$ cat src/rtl/program_counter_pkg.sv
// Shared definitions for the program-counter slice of the single-cycle MIPS datapath.
// Holds the text-segment base, the instruction-memory index width and the address type.
// Imported by the interface and the PC register.
package program_counter_pkg;

  // Byte address of the first instruction in the text segment (word index 0).
  localparam logic [31:0] TEXT_BASE = 32'h0000_3000;

  // IM holds 2^IM_IDX_W words, so the word index is byte-address bits [IM_IDX_W+1:2].
  localparam int IM_IDX_W = 10;

  // Full 32-bit byte address as carried between PC, NPC and IM.
  typedef logic [31:0] word_addr_t;

endpackage : program_counter_pkg

$ cat src/rtl/program_counter_if.sv
// Bus between the NPC block and the PC register.
// NPC drives the next byte address. PC returns the IM word index and its full current address.
// The full address is what NPC uses to form PC+4 and branch/jump targets.
interface program_counter_if
  import program_counter_pkg::*;
#(
  parameter int IDX_W = IM_IDX_W
) ();

  word_addr_t       npc_out_addr;  // next-PC byte address from NPC
  logic [IDX_W-1:0] pc_out;        // IM word index of the current PC
  word_addr_t       pc_addr;       // current PC byte address, fed back to NPC

  // NPC side: supplies the next address and observes the current PC.
  modport master (
    output npc_out_addr,
    input  pc_out,
    input  pc_addr
  );

  // PC register side.
  modport slave (
    input  npc_out_addr,
    output pc_out,
    output pc_addr
  );

endinterface : program_counter_if

$ cat src/rtl/program_counter.sv
// Program-counter register: latches the NPC byte address every rising edge and presents the IM word index.
// Latency: one rising edge from npc_out_addr to pc_out; pc_out is combinational from the register.
// Backpressure: none. There is no stall or enable, so the PC updates on every clock.
module program_counter
  import program_counter_pkg::*;
#(
  parameter word_addr_t RESET_ADDR = TEXT_BASE,
  parameter int         IDX_W      = IM_IDX_W
) (
  input  logic               clk,
  input  logic               rst_pc,
  program_counter_if.slave   bus
);

  // Start from the text base so the index reads 0 before any edge or reset has happened.
  word_addr_t pc_q = RESET_ADDR;
  word_addr_t pc_d;

  // Next address is always the NPC value. Reset overrides it in the register process.
  always_comb begin
    pc_d = bus.npc_out_addr;
  end

  // Synchronous reset has priority. An unknown rst_pc is not 1, so it takes the load path.
  always_ff @(posedge clk) begin
    if (rst_pc == 1'b1) begin
      pc_q <= RESET_ADDR;
    end else begin
      pc_q <= pc_d;
    end
  end

  // Bits [1:0] select a byte within the word and are dropped.
  // High bits above the IM window are dropped too, so the index wraps modulo the IM depth.
  always_comb begin
    bus.pc_out  = pc_q[IDX_W+1:2];
    bus.pc_addr = pc_q;
  end

endmodule : program_counter

$ cat src/flat_wrapper.sv
// flat-port wrapper written by rule: the top's interface ports become plain ports
module program_counter_flat import program_counter_pkg::*;
#(
  parameter word_addr_t RESET_ADDR = TEXT_BASE,
  parameter int         IDX_W      = IM_IDX_W
)
  (clk, rst_pc, bus_npc_out_addr, bus_pc_out, bus_pc_addr);
  program_counter_if #(.IDX_W(IDX_W)) bus_i ();
  input  logic clk;
  input  logic rst_pc;
  input wire logic [$bits(bus_i.npc_out_addr)-1:0] bus_npc_out_addr;
  output wire logic [$bits(bus_i.pc_out)-1:0] bus_pc_out;
  output wire logic [$bits(bus_i.pc_addr)-1:0] bus_pc_addr;
  assign bus_i.npc_out_addr = bus_npc_out_addr;
  assign bus_pc_out = bus_i.pc_out;
  assign bus_pc_addr = bus_i.pc_addr;
  program_counter #(.RESET_ADDR(RESET_ADDR), .IDX_W(IDX_W)) u_core (.clk(clk), .rst_pc(rst_pc), .bus(bus_i));
endmodule
$ cat config.mk
export PLATFORM = sky130hd
export DESIGN_NAME = program_counter_flat
export DESIGN_NICKNAME = d
export VERILOG_FILES = /design/src/rtl/program_counter_pkg.sv /design/src/rtl/program_counter_if.sv /design/src/rtl/program_counter.sv /design/src/flat_wrapper.sv
export SDC_FILE = /design/constraint.sdc
export NUM_CORES = 1
export LEC_CHECK = 0
export ABC_AREA = 1
export BUFFER_PORTS_ARGS = -buffer_cell sky130_fd_sc_hd__clkbuf_2
export CAP_MARGIN = 10
export CELL_PAD_IN_SITES_DETAIL_PLACEMENT = 0
export CELL_PAD_IN_SITES_GLOBAL_PLACEMENT = 1
export CORE_MARGIN = 4
export CORE_UTILIZATION = 23
export DETAILED_ROUTE_END_ITERATION = 10
export PLACE_DENSITY_LB_ADDON = 0.3
export SYNTH_ARGS = -nofsm -noshare
export SYNTH_HDL_FRONTEND = slang
export SYNTH_SLANG_ARGS = --single-unit
$ cat constraint.sdc
create_clock -name clk -period 0.8 [get_ports clk]
set_input_delay 0.04 -clock clk [delete_from_list [all_inputs] [get_ports clk]]
set_output_delay 0.04 -clock clk [all_outputs]
set_load 0.01 [all_outputs]
==> flow_metrics.py <==
metrics = {
    "run": {
        "drv_cap": 0,
    },
    "critical_path": {
        "path_cells": "clkbuf_2",
        "critPathMaxFanout": 2,
        "cp-start-kind": "register",
        "cp.required_ps": 760,
        "end_kind": "output port",
        "cp.arrival_ps": 720,
        "critPathTopFamily": "flip-flops",
        "critical_path.slowest_cell": "dfxtp_1",
        "cp_num_buf_inv": 1,
        "max_stage_delay_ps": 330,
        "crit_type": "register to output port",
    },
    "yosys": {
        "ys_types": 6,
        "synth_seq_cells": 32,
        "yosysWarnings": 0,
        "synth_area_leaders": "dfxtp_1, inv_1, nor2_1, buf_4, buf_6",
        "syn_nets": 144,
        "postSynthAreaPerCell_um2": 9.031,
        "synth.largest_area_cell": "dfxtp_1",
        "ys_seq_area_frac": 0.6448,
        "syn-cell-area_um2": 993.5,
        "synth_top_area_frac": 0.6448,
        "synth_cells": 110,
    },
    "pwr": {
        "power.density_nw_per_um2": 1870,
        "peakVddDrop_v": 0.001181,
        "p_leak_nw": 1.017,
    },
    "drt": {
        "via_per_inst": 3.538,
        "drc": 0,
        "drt-initial-drc-count": 18,
        "route.detailed.wl_per_inst_um": 9.290,
        "postRouteWirelength_um": 2434,
        "vias": 927,
        "dr.pass1.iters": 2,
        "ant_nets": 0,
    },
    "timing": {
        "tightest_slew_ps": 131.2,
        "setup_ws_ps": 35.56,
        "rsz0062_at_grt": "no",
        "setup_viol": 0,
        "slew_violations": 0,
        "hold_violations": 0,
        "fin_hold_ws_ps": 137.8,
        "post-route-period-util": 0.9556,
        "fmaxAchievable_ghz": 1.308,
        "relSlewSlack": 0.9126,
        "period_minus_slack_ps": 764.4,
        "finalSetupTns_ps": 0,
    },
    "clocking": {
        "cts.sinks": 32,
        "cts_buffers": 5,
        "root_buffer": "clkbuf_8",
        "path_clk_slew_ps": 60,
        "cts_tree": "yes",
        "clockBufferDepth": 2,
        "htree_levels": 2,
        "postCtsSetupBuffers": 0,
    },
    "floorplan": {
        "rows": 23,
        "io_pins": 76,
        "die_y_um": 73.72,
        "start_util": 0.2431,
        "dieArea_um2": 5435,
        "die_w_um": 73.72,
        "coreArea_um2": 4086,
    },
    "cells_and_area": {
        "fillers": 409,
        "multi_input_area_um2": 120.1,
        "area_delta_synth_final_pct": 76.45,
        "antenna_cells": 0,
        "final_cell_area_um2": 1753,
        "regArea_um2": 653.1,
        "finalNetCount": 246,
        "largest_reg_flops": 32,
        "drive_above_1_share": 0.4340,
        "fin_util": 0.4290,
    },
    "global_routing": {
        "grt_pass1_vias": 907,
        "grt_overflow": 0,
        "grt_antenna_before_repair": 0,
        "grt_pass1_wl_um": 3926,
        "globalRouteTotalUtil": 0.09701,
        "grt_max_degree": 32,
    },
    "placement": {
        "dp_hpwl_um": 1759,
        "io_buffers": 75,
        "pre_cts_ws_ps": 258.7,
        "place_congestion": 0.6208,
        "place_area_um2": 1343,
    },
    "outcome": {
        "status": "complete, no violations",
    },
    "min_path": {
        "holdCritPathClass": "input pin to register",
    },
}
==> cells by family after synthesis <==
kind of cell,synth area share
AND/OR/NAND/NOR,0.1209
flip-flops,0.6448
buffers and inverters,0.2343
==> area by class of cell <==
| type | count | share of cell area |
|---|---|---|
| sequential | 32 | 0.3726 |
| timing repair buffer | 108 | 0.4083 |
| clock inverter | 1 | 0.002855 |
| tap | 50 | 0.03569 |
| inverter | 33 | 0.07066 |
| clock buffer | 6 | 0.04140 |
| multi-input combinational | 32 | 0.06852 |
==> layout by cell type (no fill, tap or decap), drive strengths merged <==
cell,n
clkbuf,71
inv,33
dlygate4sd3,32
dfxtp,32
nor2,30
buf,11
nand2,2
clkinv,1
==> per-layer routing <==
layer / global-route usage / vias up / part of all wire
li1: - / 486 / -
met1: 0.08811 / 395 / 0.33
met2: 0.1752 / 44 / 0.54
met3: 0.05746 / 2 / 0.12
met4: 0.03622 / 0 / 0.0082
met5: 0 / - / 0
==> synthesized netlist by cell type <==
cell / count
buf_6: 3
dfxtp_1: 32
nand2_1: 2
inv_1: 33
buf_4: 10
nor2_1: 30
==> metrics by stage <==
| stage | total power, mW | cells |
|---|---|---|
| detailed placement | 2.096 | 223 |
| finish | 3.278 | 262 |
| global route | 3.475 | 262 |
| CTS | 3.345 | 262 |
| floorplan | 1.928 | 110 |
| global placement | 2.090 | 223 |
==> power by group <==
| part | leakage (nW) | internal, mW | switching [mW] |
|---|---|---|---|
| combinational | 0.707 | 0.269 | 0.199 |
| sequential | 0.269 | 1.69 | 0.0273 |
| clock | 0.0410 | 0.589 | 0.509 |
==> final timing paths <==
check	to	from	slack, ps	depth (start not counted)
setup / recovery	bus_pc_addr[3]	u_core.bus.pc_addr[3]	40	1
hold / removal	u_core.bus.pc_addr[28]	rst_pc	140	3
==> repair_timing <==
action,in CTS,in global routing
gates resized for setup,0,20
hold buffers,32,0
hold endpoints to repair,32,0
setup endpoints to repair,0,20
Note: power is estimated with default switching activity, not from simulation.
